### config.mk
export PLATFORM = sky130hd
export DESIGN_NAME = spi_cmd_seq
export DESIGN_NICKNAME = d
export VERILOG_FILES = /design/src/rtl/spi_cmd_pkg.sv /design/src/rtl/spi_cmd_timeout.sv /design/src/rtl/spi_cmd_seq.sv
export SDC_FILE = /design/constraint.sdc
export NUM_CORES = 1
export LEC_CHECK = 0
export CORE_ASPECT_RATIO = 0.7
export CORE_UTILIZATION = 56
export CTS_CLUSTER_DIAMETER = 200
export CTS_CLUSTER_SIZE = 10
export DETAILED_ROUTE_END_ITERATION = 7
export GPL_ROUTABILITY_DRIVEN = 1
export MAX_ROUTING_LAYER = met4
export PLACE_DENSITY_LB_ADDON = 0.2
export SETUP_SLACK_MARGIN = 0.4
export SLEW_MARGIN = 5
export SYNTH_ARGS = -nofsm -noshare
export SYNTH_HDL_FRONTEND = slang
export SYNTH_HIERARCHICAL = 1
export SYNTH_SLANG_ARGS = --single-unit
### constraint.sdc
create_clock -name clk -period 2.45 [get_ports clk]
set_input_delay 0.49 -clock clk [delete_from_list [all_inputs] [get_ports clk]]
set_output_delay 0.49 -clock clk [all_outputs]
set_load 0.02 [all_outputs]
### src/rtl/spi_cmd_pkg.sv
`default_nettype none
// ============================================================================
//  Module  : spi_cmd_pkg
//  Brief   : Shared definitions for the SPI command sequencer: sequencer
//            state encoding, header bit-field positions and default
//            parameter values.
//  Rev     : 1.0  initial release
// ============================================================================
package spi_cmd_pkg;

  // Default parameter values for spi_cmd_seq / spi_cmd_timeout.
  localparam int DEFAULT_DATA_W      = 8;
  localparam int DEFAULT_ADDR_W      = 7;
  localparam int DEFAULT_MAX_LEN     = 16;
  localparam int DEFAULT_TIMEOUT_CYC = 1024;

  // Header byte layout: start address sits at the bottom of the byte,
  // the write flag is the most significant bit of the byte.
  localparam int HDR_ADDR_LSB = 0;

  function automatic int hdr_wr_bit(input int data_w);
    return data_w - 1;
  endfunction

  // Sequencer states.
  typedef enum logic [2:0] {
    ST_IDLE     = 3'd0,
    ST_COUNT    = 3'd1,
    ST_WR_DATA  = 3'd2,
    ST_WR_ISSUE = 3'd3,
    ST_RD_ISSUE = 3'd4,
    ST_ERROR    = 3'd5
  } spi_state_e;

endpackage : spi_cmd_pkg
`default_nettype wire

### src/rtl/spi_cmd_timeout.sv
`default_nettype none
// ============================================================================
//  Module  : spi_cmd_timeout
//  Brief   : Inter-byte timer. Counts clock cycles while not cleared and
//            flags expiry on the cycle the count reaches TIMEOUT_CYC.
//  Ports   : clk       in  clock
//            reset     in  synchronous active-high reset
//            i_clear   in  hold timer at zero (byte arrived / not waiting)
//            o_expired out one-cycle flag: TIMEOUT_CYC cycles of silence
//  Rev     : 1.0  initial release
// ============================================================================
module spi_cmd_timeout
  import spi_cmd_pkg::*;
#(
  parameter int TIMEOUT_CYC = DEFAULT_TIMEOUT_CYC
) (
  input  logic clk,
  input  logic reset,
  input  logic i_clear,
  output logic o_expired
);

  // The timer only has to reach TIMEOUT_CYC-1; the expiry cycle itself is
  // the TIMEOUT_CYC-th cycle of silence.
  localparam int              CNT_W = (TIMEOUT_CYC > 2) ? $clog2(TIMEOUT_CYC) : 1;
  localparam logic [CNT_W-1:0] LAST = CNT_W'(TIMEOUT_CYC - 1);

  logic [CNT_W-1:0] timer_q;
  logic [CNT_W-1:0] timer_d;

  always_comb begin
    timer_d   = timer_q + 1'b1;
    o_expired = 1'b0;
    if (i_clear) begin
      timer_d = '0;
    end else if (timer_q == LAST) begin
      o_expired = 1'b1;
      timer_d   = '0;
    end
  end

  always_ff @(posedge clk) begin
    if (reset) begin
      timer_q <= '0;
    end else begin
      timer_q <= timer_d;
    end
  end

endmodule : spi_cmd_timeout
`default_nettype wire

### src/rtl/spi_cmd_seq.sv
`default_nettype none
// ============================================================================
//  Module  : spi_cmd_seq
//  Brief   : Turns SPI byte frames into register-bus accesses.
//            Frame: header (MSB = write, low ADDR_W bits = start address),
//            count N, then N data bytes for writes. Reads are issued
//            back-to-back. Any frame error sets a sticky err flag that is
//            cleared by the next header byte.
//  Build   : define SPI_CMD_TIMEOUT_EN to add an inter-byte timeout while
//            waiting for the count or a write data byte.
//  Ports   : clk              in  clock
//            reset            in  synchronous active-high reset
//            SPI_done         in  received-byte strobe
//            SPI_rx_data      in  received byte (valid with SPI_done)
//            SPI_cs_n         in  chip select, high aborts the frame
//            cmd_ready        in  register bus accepts access
//            cmd_valid        out register access pending
//            cmd_write        out 1 = write, 0 = read
//            cmd_addr         out register address
//            cmd_wdata        out write data (zero for reads)
//            SPI_CMD_reading  out high while issuing reads
//            err              out sticky frame error
//  Rev     : 1.0  initial release
// ============================================================================
module spi_cmd_seq
  import spi_cmd_pkg::*;
#(
  parameter int DATA_W      = DEFAULT_DATA_W,
  parameter int ADDR_W      = DEFAULT_ADDR_W,
  parameter int MAX_LEN     = DEFAULT_MAX_LEN,
  parameter int TIMEOUT_CYC = DEFAULT_TIMEOUT_CYC
) (
  input  logic              clk,
  input  logic              reset,
  input  logic              SPI_done,
  input  logic [DATA_W-1:0] SPI_rx_data,
  input  logic              SPI_cs_n,
  input  logic              cmd_ready,
  output logic              cmd_valid,
  output logic              cmd_write,
  output logic [ADDR_W-1:0] cmd_addr,
  output logic [DATA_W-1:0] cmd_wdata,
  output logic              SPI_CMD_reading,
  output logic              err
);

  localparam int              WR_BIT    = hdr_wr_bit(DATA_W);
  localparam logic [DATA_W-1:0] MAX_LEN_V = DATA_W'(MAX_LEN);
  localparam logic [DATA_W-1:0] ONE_V     = DATA_W'(1);

  spi_state_e        state_q, state_d;
  logic              write_q, write_d;
  logic [ADDR_W-1:0] addr_q,  addr_d;
  logic [DATA_W-1:0] count_q, count_d;
  logic [DATA_W-1:0] wdata_q, wdata_d;
  logic              err_q,   err_d;

  logic              accept;
  logic              timeout_hit;

  // --------------------------------------------------------------------------
  // Optional inter-byte timeout
  // --------------------------------------------------------------------------
`ifdef SPI_CMD_TIMEOUT_EN
  logic tmo_clear;

  // Timer runs only while waiting for a byte in COUNT or WR_DATA.
  assign tmo_clear = SPI_done ||
                     !((state_q == ST_COUNT) || (state_q == ST_WR_DATA));

  spi_cmd_timeout #(
    .TIMEOUT_CYC (TIMEOUT_CYC)
  ) u_timeout (
    .clk       (clk),
    .reset     (reset),
    .i_clear   (tmo_clear),
    .o_expired (timeout_hit)
  );
`else
  // No timer in this build; the parameter is kept so both builds share one
  // parameter list, and this expression is constant false.
  assign timeout_hit = (TIMEOUT_CYC < 0);
`endif

  // --------------------------------------------------------------------------
  // Outputs decode straight from registered state
  // --------------------------------------------------------------------------
  assign cmd_valid       = (state_q == ST_WR_ISSUE) || (state_q == ST_RD_ISSUE);
  assign cmd_write       = write_q;
  assign cmd_addr        = addr_q;
  assign cmd_wdata       = wdata_q;
  assign SPI_CMD_reading = (state_q == ST_RD_ISSUE);
  assign err             = err_q;

  // Chip select high cancels any access presented in the same cycle.
  assign accept = cmd_valid && cmd_ready && !SPI_cs_n;

  // --------------------------------------------------------------------------
  // Next-state logic
  // --------------------------------------------------------------------------
  always_comb begin
    state_d = state_q;
    write_d = write_q;
    addr_d  = addr_q;
    count_d = count_q;
    wdata_d = wdata_q;
    err_d   = err_q;

    if (SPI_cs_n) begin
      state_d = ST_IDLE;
      // Losing chip select while a frame still expects bytes or a write is
      // outstanding is a frame error; an idle bus or a read burst is not.
      if ((state_q == ST_COUNT) || (state_q == ST_WR_DATA) ||
          (state_q == ST_WR_ISSUE)) begin
        err_d = 1'b1;
      end
    end else if (timeout_hit) begin
      err_d   = 1'b1;
      state_d = ST_IDLE;
    end else begin
      case (state_q)
        ST_IDLE: begin
          if (SPI_done) begin
            write_d = SPI_rx_data[WR_BIT];
            addr_d  = SPI_rx_data[HDR_ADDR_LSB +: ADDR_W];
            wdata_d = '0;
            err_d   = 1'b0;
            state_d = ST_COUNT;
          end
        end

        ST_COUNT: begin
          if (SPI_done) begin
            if ((SPI_rx_data == '0) || (SPI_rx_data > MAX_LEN_V)) begin
              err_d   = 1'b1;
              state_d = ST_ERROR;
            end else begin
              count_d = SPI_rx_data;
              state_d = write_q ? ST_WR_DATA : ST_RD_ISSUE;
            end
          end
        end

        ST_WR_DATA: begin
          if (SPI_done) begin
            wdata_d = SPI_rx_data;
            state_d = ST_WR_ISSUE;
          end
        end

        ST_WR_ISSUE: begin
          if (accept) begin
            addr_d  = addr_q + 1'b1;
            count_d = count_q - 1'b1;
            state_d = (count_q == ONE_V) ? ST_IDLE : ST_WR_DATA;
          end
          // A byte arriving before the previous write drained is an overrun;
          // it is dropped and the frame is abandoned.
          if (SPI_done) begin
            err_d   = 1'b1;
            state_d = ST_ERROR;
          end
        end

        ST_RD_ISSUE: begin
          // Bytes clocked in during a read burst carry no meaning.
          if (accept) begin
            addr_d  = addr_q + 1'b1;
            count_d = count_q - 1'b1;
            if (count_q == ONE_V) begin
              state_d = ST_IDLE;
            end
          end
        end

        ST_ERROR: begin
          // Held until chip select is released.
        end

        default: begin
          state_d = ST_IDLE;
        end
      endcase
    end
  end

  // --------------------------------------------------------------------------
  // State registers
  // --------------------------------------------------------------------------
  always_ff @(posedge clk) begin
    if (reset) begin
      state_q <= ST_IDLE;
      write_q <= 1'b0;
      addr_q  <= '0;
      count_q <= '0;
      wdata_q <= '0;
      err_q   <= 1'b0;
    end else begin
      state_q <= state_d;
      write_q <= write_d;
      addr_q  <= addr_d;
      count_q <= count_d;
      wdata_q <= wdata_d;
      err_q   <= err_d;
    end
  end

endmodule : spi_cmd_seq
`default_nettype wire

# ---- Yosys cells after proc, flatten, opt, wreduce, memory -nomap -nowiden
# Index checks and enable logic that the tools add are counted.
# W data, S select, Z words.
dict set report totals {
  reg_bits 28
  in_bits 13
  out_inout_bits 19
  elab_cells 79
}
dict set report op_classes {
  n_addsub 2
  magnitude_cmp 1
  n_eq_ne 19
  muxes 28
  n_bitwise 2
  n_reduce_logical 21
}
# operator n
set ops {}
lappend ops {{$mux W8} 5}
lappend ops {{$pmux W8 S2} 2}
lappend ops {{$mux W3} 9}
lappend ops {{$pmux W3 S6} 1}
lappend ops {{$mux W7} 2}
lappend ops {{$pmux W7 S2} 1}
lappend ops {{$ne A3 B3 Y1 const B} 4}
lappend ops {{$eq A8 B1 Y1 const B} 1}
lappend ops {{$gt A8 B5 Y1 const B} 1}
lappend ops {{$logic_not A8 Y1} 1}
lappend ops {{$ne A2 B1 Y1 const B} 4}
lappend ops {{$ne A2 B2 Y1 const B} 4}
lappend ops {{$reduce_and A4 Y1} 2}
lappend ops {{$sub A8 B1 Y8 const B} 1}
lappend ops {{$add A7 B1 Y7 const B} 1}
lappend ops {{$reduce_and A7 Y1} 1}
lappend ops {{$eq A3 B2 Y1 const B} 2}
lappend ops {{$eq A3 B3 Y1 const B} 2}
lappend ops {{$mux W1} 6}
lappend ops {{$reduce_and A6 Y1} 1}
lappend ops {{$reduce_bool A2 Y1} 3}
lappend ops {{$reduce_and A5 Y1} 1}
lappend ops {{$logic_or A1 B1 Y1} 4}
lappend ops {{$reduce_bool A4 Y1} 1}
lappend ops {{other kinds (10)} 13}

# ---- Longest topological paths before layout
# Gate-level depths: netlist (run 1).
dict set report depth {
  depth_word 7
  mapped_depth 7
  ltp_nobuf 6
}

# ---- Worst setup path after synthesis (run 1)
# Ideal clock, no wire load.
dict set report synth_timing {
  kind {input-to-reg}
  from {input port SPI_rx_data[0]}
  to {register count_q[1]}
  setup_time_ns 0.072
  arrival_ns 1.758
  required_ns 2.378
  slack_ns 0.620
  path_stages 4
  path_buffers 0
  cell_sequence {nor4_4 > mux2i_1 > a21o_1 > mux2i_1}
}
dict set report synth_via {
  elab_chain_cells 4
  elab_cells_between_ends 5
  cone_classes {order compare: 1; eq/ne: 1; reduce/logical: 3}
}
# element line_no
set synth_lines {}
lappend synth_lines {{start, declared} spi_cmd_seq.sv:36} ;# input logic [DATA_W-1:0] SPI_rx_data,
lappend synth_lines {{$gt A8 B5 Y1 / $logic_not A8 Y1 (equally long branches)} spi_cmd_seq.sv:134} ;# if ((SPI_rx_data == '0) || (SPI_rx_data > MAX_LEN_V)) begin
lappend synth_lines {{$logic_or A1 B1 Y1 (*)} spi_cmd_seq.sv:134}
lappend synth_lines {{$ne A2 B2 Y1 (no line) (*)} -}
lappend synth_lines {{$reduce_and A5 Y1 (no line) (*)} -}
lappend synth_lines {{end signal, assigned} spi_cmd_seq.sv:202} ;# count_q <= count_d;
lappend synth_lines {{end, declared} spi_cmd_seq.sv:54} ;# logic [DATA_W-1:0] count_q, count_d;
# Mark *: on every way between the ends. The rest lies on a longest branch, timed or not.
# A chain may end at the register's enable or synchronous reset.

# ---- Worst setup path after layout (run 1)
dict set report layout_timing {
  from {input port cmd_ready}
  to {register count_q[7]}
}
dict set report layout_via {
  elab_chain_cells 4
}
# element line_no
set layout_lines {}
lappend layout_lines {{start, declared} spi_cmd_seq.sv:38} ;# input logic cmd_ready,
lappend layout_lines {{$logic_and A1 B1 Y1 (2 in series)} spi_cmd_seq.sv:96} ;# assign accept = cmd_valid && cmd_ready && !SPI_cs_n;
lappend layout_lines {{$ne A2 B1 Y1 (no line)} -}
lappend layout_lines {{$reduce_and A5 Y1 (no line)} -}
# No other way between the ends.

==> results.json, run 1 <==
{
  "status": "completed",
  "relSlewSlack": 0.570,
  "synth_seq_cells": 28,
  "routed_wl_um": 5740,
  "max_freq_mhz": 494,
  "tightest_slew_ps": 643,
  "nets": 280,
  "postCtsHoldBufs": 0,
  "leakagePower_uw": 0.000908,
  "dp_slack_ps": 60.4,
  "diodes": 0,
  "fin_tns_setup_ps": 0,
  "dr.pass1.iters": 5,
  "power.density_nw_per_um2": 452,
  "htreeDepth": 1,
  "drc": 0,
  "min_path_type": "reg -> reg",
  "start_util": 0.605,
  "finalClockSkew_ps": 16.3,
  "postSynthAreaPerCell_sq_um": 8.04,
  "wl_per_cell_um": 19.2,
  "synth-seq-area-share": 0.321,
  "viasPerCell": 6.84,
  "ant_nets": 0,
  "io_buffers": 31,
  "cts_tree": "yes",
  "synth_cell_types": 56,
  "final_cells": 299,
  "rsz0062_at_grt": "true",
  "die_w_um": 68.7,
  "syn_nets": 233,
  "clock-sinks": 28,
  "grt_pass1_wl_um": 8320,
  "first_iter_violations": 211,
  "critPathRequiredTime_ps": 2610,
  "fp.coreArea_sq_um": 2880,
  "place_inst": 287,
  "syn_to_final_growth_pct": 34.8,
  "crit_chain": "clkdlybuf4s50_1, nand4bb_1, a2bb2oi_1, buf_4, a221oi_1, o32ai_2",
  "gp_congestion": 0.963,
  "final-setup-viol-count": 0,
  "cts-buffers-inserted": 3,
  "crit_family": "buffers and inverters",
  "synth-edff-count": 0,
  "syn_inst": 217,
  "synthFlopType": "dfxtp_1",
  "grt_use_total": 0.339,
  "critPathSlowestCell": "clkdlybuf4s50_1",
  "cp-end-kind": "flop",
  "report.final.slew_viol_count": 0,
  "critPathKind": "in -> reg",
  "yosysWarnings": 6,
  "num_vias": 2046,
  "cts-root-buf": "clkbuf_8",
  "die-area_sq_um": 3350,
  "clockBufferDepth": 2,
  "clk_latency_ps": 290,
  "die_h_um": 48.7,
  "overflow": 0,
  "min_period_over_period": 0.827,
  "postSynth.asyncResetShare": 0,
  "startpoint_type": "primary input",
  "hold_violations": 0,
  "cap_violations": 0,
  "path_buf_inv": 2,
  "path_clk_slew_ps": 90,
  "dpl.hpwl_um": 3620,
  "drive_above_1_share": 0.190,
  "worstPathMaxFanout": 5,
  "slowest_delay_ps": 550,
  "io_pins": 32,
  "fin_ws_ps": 424,
  "grt_pass1_vias": 1730,
  "fin_hold_ws_ps": 455,
  "fin_crit_ps": 2030,
  "cp_data_arrival_time_ps": 2180,
  "syn_area_sq_um": 1740,
  "vdd_drop_max_uv": 560,
  "rows": 16,
  "antenna_found_initial": 0,
  "fin_util": 0.816,
  "grt_max_degree": 23
}
[worst reg2reg max path, stage by stage (launching register included)]
cell	delay (ps)
dfxtp_1	320
buf_4	180
or4b_4	570
a31oi_2	360
buf_4	180
buf_4	90
a32o_1	150
[metal layers]
layer	vias up	track usage	share of wire
met5	-	-	0
met4	0	0.0748	0.025
met3	22	0.0708	0.10
met2	153	0.526	0.46
met1	961	0.452	0.41
li1	910	-	-
[placed cells by master (no fill, tap or decap), types with 4 or more instances in the layout]
cell type	count
clkdlybuf4s50_1	25
a31oi_1	5
nor2_1	11
o21ai_0	9
dfxtp_1	28
nor3_1	5
nand2_1	28
inv_1	7
a21oi_1	11
buf_4	24
a221oi_1	7
o32ai_1	4
and3_1	6
nand3_1	16
dlymetal6s2s_1	4
[what timing repair did]
action,4_1_cts,5_1_grt
setup buffers,5,2
endpoints found under the setup margin,3,16
resized for setup,4,15
gates cloned,0,1
pin swaps,1,4
[through the flow]
step / instance area (sq um) / total power [uW]
after floorplan: 1740 / 589
after global placement: 2150 / 662
after detailed placement: 2150 / 670
after CTS: 2270 / 1040
after global routing: 2350 / 1100
final: 2350 / 1060
[final cells by class]
cell class	count	area, sq um
Fill cell	182	532
Sequential cell	28	561
Tap cell	36	45.0
Timing Repair Buffer	55	494
Multi-Input combinational cell	167	1150
Clock buffer	3	41.3
Inverter	9	33.8
Clock inverter	1	30.0
[sequential cells by signal, indices dropped and copies added, names as in the netlist]
signal	count
err	1
count_q	8
cmd_wdata	8
cmd_addr	7
state_q	3
cmd_write	1
[where the power goes]
part	total (uW)	internal, uW	switching (uW)
Combinational	208	94.4	114
Sequential	479	467	11.9
Clock	376	219	156
[worst paths after layout]
check                                                from                        end  slack (ps)  depth (start not counted)
worst max-delay path                            cmd_ready    count_q[7]$_SDFFE_PP0P_         420                          6
worst min-delay path            cmd_wdata[7]$_SDFFE_PP0P_  cmd_wdata[7]$_SDFFE_PP0P_         460                          2
worst max register to register    state_q[0]$_SDFFE_PP0P_   cmd_addr[6]$_SDFFE_PP0P_         570                          6
worst min register to register  cmd_wdata[7]$_SDFFE_PP0P_  cmd_wdata[7]$_SDFFE_PP0P_         460                          2
[cells by family after synthesis]
group	after synthesis	share of synthesized area
AO/OA/AOI/OAI	65	0.275
AND/OR/NAND/NOR	93	0.291
buffers and inverters	23	0.0610
flip-flops	28	0.321
XOR/XNOR	1	0.00502
adder cells (fa/ha/maj)	3	0.0215
multiplexers	4	0.0244
[cells in the mapped netlist, types with 2 or more instances]
master,n,area share
buf_2,4,0.011
nor2_2,3,0.011
nand2_1,28,0.060
a21oi_1,11,0.032
nor3_1,5,0.014
mux2i_1,2,0.011
o21ai_1,2,0.0057
inv_1,7,0.015
a211oi_1,3,0.013
o21a_1,3,0.013
mux2_2,2,0.013
nor2b_1,3,0.011
a21boi_0,2,0.0086
inv_2,2,0.0043
dfxtp_1,28,0.32
o32ai_1,6,0.030
o22ai_1,3,0.011
a31oi_1,5,0.018
ha_1,3,0.022
o21ai_0,9,0.026
a32o_1,2,0.011
nor4_1,2,0.0072
buf_6,2,0.013
nand3_1,16,0.046
nor2_1,11,0.024
and3_1,6,0.022
o41ai_1,2,0.010
clkbuf_1,8,0.017
a221oi_1,7,0.035
nand2b_1,3,0.011
or4_1,2,0.0086
Note: power is estimated with default switching activity, not from simulation.
==> run 2, diff against run 1 <==
--- a/config.mk
+++ b/config.mk
@@ -6,7 +6,7 @@
 export NUM_CORES = 1
 export LEC_CHECK = 0
 export CORE_ASPECT_RATIO = 0.7
-export CORE_UTILIZATION = 56
+export CORE_UTILIZATION = 47
 export CTS_CLUSTER_DIAMETER = 200
 export CTS_CLUSTER_SIZE = 10
 export DETAILED_ROUTE_END_ITERATION = 7
==> constraint.sdc (replaced) <==
create_clock -name clk -period 1.6 [get_ports clk]
set_input_delay 0.32 -clock clk [delete_from_list [all_inputs] [get_ports clk]]
set_output_delay 0.32 -clock clk [all_outputs]
set_load 0.02 [all_outputs]
==> run 2 against run 1 <==
Effect of this change: critical path type is now reg -> reg; cell count is 21% higher; critical endpoint is now cmd_addr[3]$_SDFFE_PP0P_; power up 60%; highest routed layer unchanged; combinational power is 130% higher; setup slack lost 690 ps; the flow now finishes with violations (setup timing); sequential share of layout area shrank 5.6 points; critical path depth up 1; routed wire length increased by 56%; largest cell class unchanged; clock power is 26% higher; via count rose by 23%; clock skew is 3.7 ps lower; register-to-register slack lost 830 ps; die area grew 18%.
==> results.json, run 2 (synthesis results as in run 1) <==
{
  "antenna_found_initial": 1,
  "status": "finished with violations",
  "cp_data_arrival_time_ps": 2080,
  "min_path_type": "in -> reg",
  "dr.pass1.iters": 7,
  "rows": 18,
  "reg2reg_slack_ps": -260,
  "clk_latency_ps": 290,
  "crit_path_end": "cmd_addr[3]$_SDFFE_PP0P_",
  "io_buffers": 31,
  "final_area_sq_um": 3170,
  "cts-buffers-inserted": 3,
  "hold_violations": 0,
  "fin_crit_ps": 1860,
  "cts_tree": "yes",
  "grt_pass1_vias": 2145,
  "final_cells": 362,
  "place_inst": 330,
  "fp.coreArea_sq_um": 3540,
  "fin_tns_setup_ps": -2840,
  "overflow": 0,
  "cp-end-kind": "flop",
  "finalClockSkew_ps": 12.5,
  "r2r-start": "state_q[0]$_SDFFE_PP0P_",
  "wl_per_cell_um": 24.7,
  "vdd_drop_max_uv": 459,
  "worstPathMaxFanout": 6,
  "relSlewSlack": 0.690,
  "critPathLaunch": "state_q[0]$_SDFFE_PP0P_",
  "violations": "setup timing",
  "syn_to_final_growth_pct": 81.6,
  "critPathKind": "reg -> reg",
  "power.density_nw_per_um2": 536,
  "grt_max_degree": 16,
  "dpl.hpwl_um": 4000,
  "ant_nets": 0,
  "routed_wl_um": 8950,
  "die-area_sq_um": 3960,
  "grt_pass1_wl_um": 10500,
  "final-setup-viol-count": 20,
  "report.final.slew_viol_count": 0,
  "fin_util": 0.896,
  "cap_violations": 0,
  "die_w_um": 74.8,
  "critPathRequiredTime_ps": 1810,
  "reg2reg_depth": 7,
  "first_iter_violations": 406,
  "nets": 328,
  "drc": 0,
  "clockBufferDepth": 2,
  "viasPerCell": 6.96,
  "gp_congestion": 1.01,
  "max_freq_mhz": 536,
  "io_pins": 32,
  "die_h_um": 53.0,
  "min_period_over_period": 1.17,
  "cts-root-buf": "clkbuf_8",
  "drive_above_1_share": 0.608,
  "fin_ws_ps": -264,
  "grt_use_total": 0.370,
  "start_util": 0.493,
  "startpoint_type": "flop",
  "rr_endpoint": "cmd_addr[3]$_SDFFE_PP0P_",
  "total_power_uw": 1700,
  "dpl_cell_area_sq_um": 2460,
  "num_vias": 2520,
  "layout_common_cells": "46 x buf_4, 21 x buf_2, 21 x buf_6",
  "final_common_cell": "buf_4",
  "leakagePower_uw": 0.00131,
  "rsz0062_at_grt": "true",
  "clock-sinks": 28,
  "tightest_slew_ps": 459,
  "path_clk_slew_ps": 110,
  "htreeDepth": 1
}
run 2: cell count changes in the layout (fill, tap and decap cells not counted), sizes merged:
cell	change
dlygate4sd2	+3
a31oi	-1
clkdlybuf4s50	-25
diode	+1
dlymetal6s2s	-4
clkdlybuf4s15	+3
bufinv	-1
clkinv	+1
buf	+72
inv	-1
bufbuf	+1
run 2: timing repair:
item,4_1_cts,5_1_grt
pin swaps,27,24
gates resized for setup,171,67
setup endpoints to repair,47,34
hold buffers,0,0
gates cloned,2,1
setup buffers,18,6
run 2: power breakdown:
part	total [uW]	switching, uW	internal [uW]	leakage [uW]
registers	737	20.7	717	0.000234
clock network	472	251	222	0.0000288
logic	487	266	221	0.00105
run 2: worst max-delay path: stages (launching register included):
cell     delay [ps]
dfxtp_2         340
buf_6           120
or4b_4          540
a31oi_4         230
buf_12          140
buf_16          100
o21ai_1          80
o22ai_1         210
run 2: stage by stage:
step	setup slack [ps]	hold slack, ps
after CTS	-167	354
after global placement	-530	435
after detailed placement	-551	441
after global routing	-276	401
final	-264	422
after floorplan	-42.0	450
run 2: final cells by class:
class / count / area [sq um]
antenna: 1 / 2.50
clock buffer: 4 / 55.1
fill: 153 / 369
inverter: 9 / 38.8
multi-input combinational: 166 / 1490
sequential: 28 / 578
tap: 50 / 62.6
timing repair buffer: 104 / 936
run 2: worst min-delay path by stage:
stage | slack (ps) | endpoint | start | cells past startpoint
global route | 400 | cmd_wdata[4]$_SDFFE_PP0P_ | SPI_rx_data[4] | 3
finish | 420 | cmd_wdata[4]$_SDFFE_PP0P_ | SPI_rx_data[4] | 3
floorplan | 450 | count_q[7]$_SDFFE_PP0P_ | count_q[7]$_SDFFE_PP0P_ | 2
global placement | 440 | cmd_wdata[3]$_SDFFE_PP0P_ | cmd_wdata[3]$_SDFFE_PP0P_ | 2
detailed placement | 440 | cmd_wdata[3]$_SDFFE_PP0P_ | cmd_wdata[3]$_SDFFE_PP0P_ | 2
CTS | 350 | cmd_wdata[4]$_SDFFE_PP0P_ | SPI_rx_data[4] | 3
run 2: layer usage:
| layer | wire length [um] | share of wire | track usage |
|---|---|---|---|
| met2 | 3870 | 0.43 | 0.590 |
| met5 | 0 | 0 | - |
| met3 | 1040 | 0.12 | 0.0933 |
| met4 | 716 | 0.080 | 0.0912 |
| met1 | 3330 | 0.37 | 0.472 |
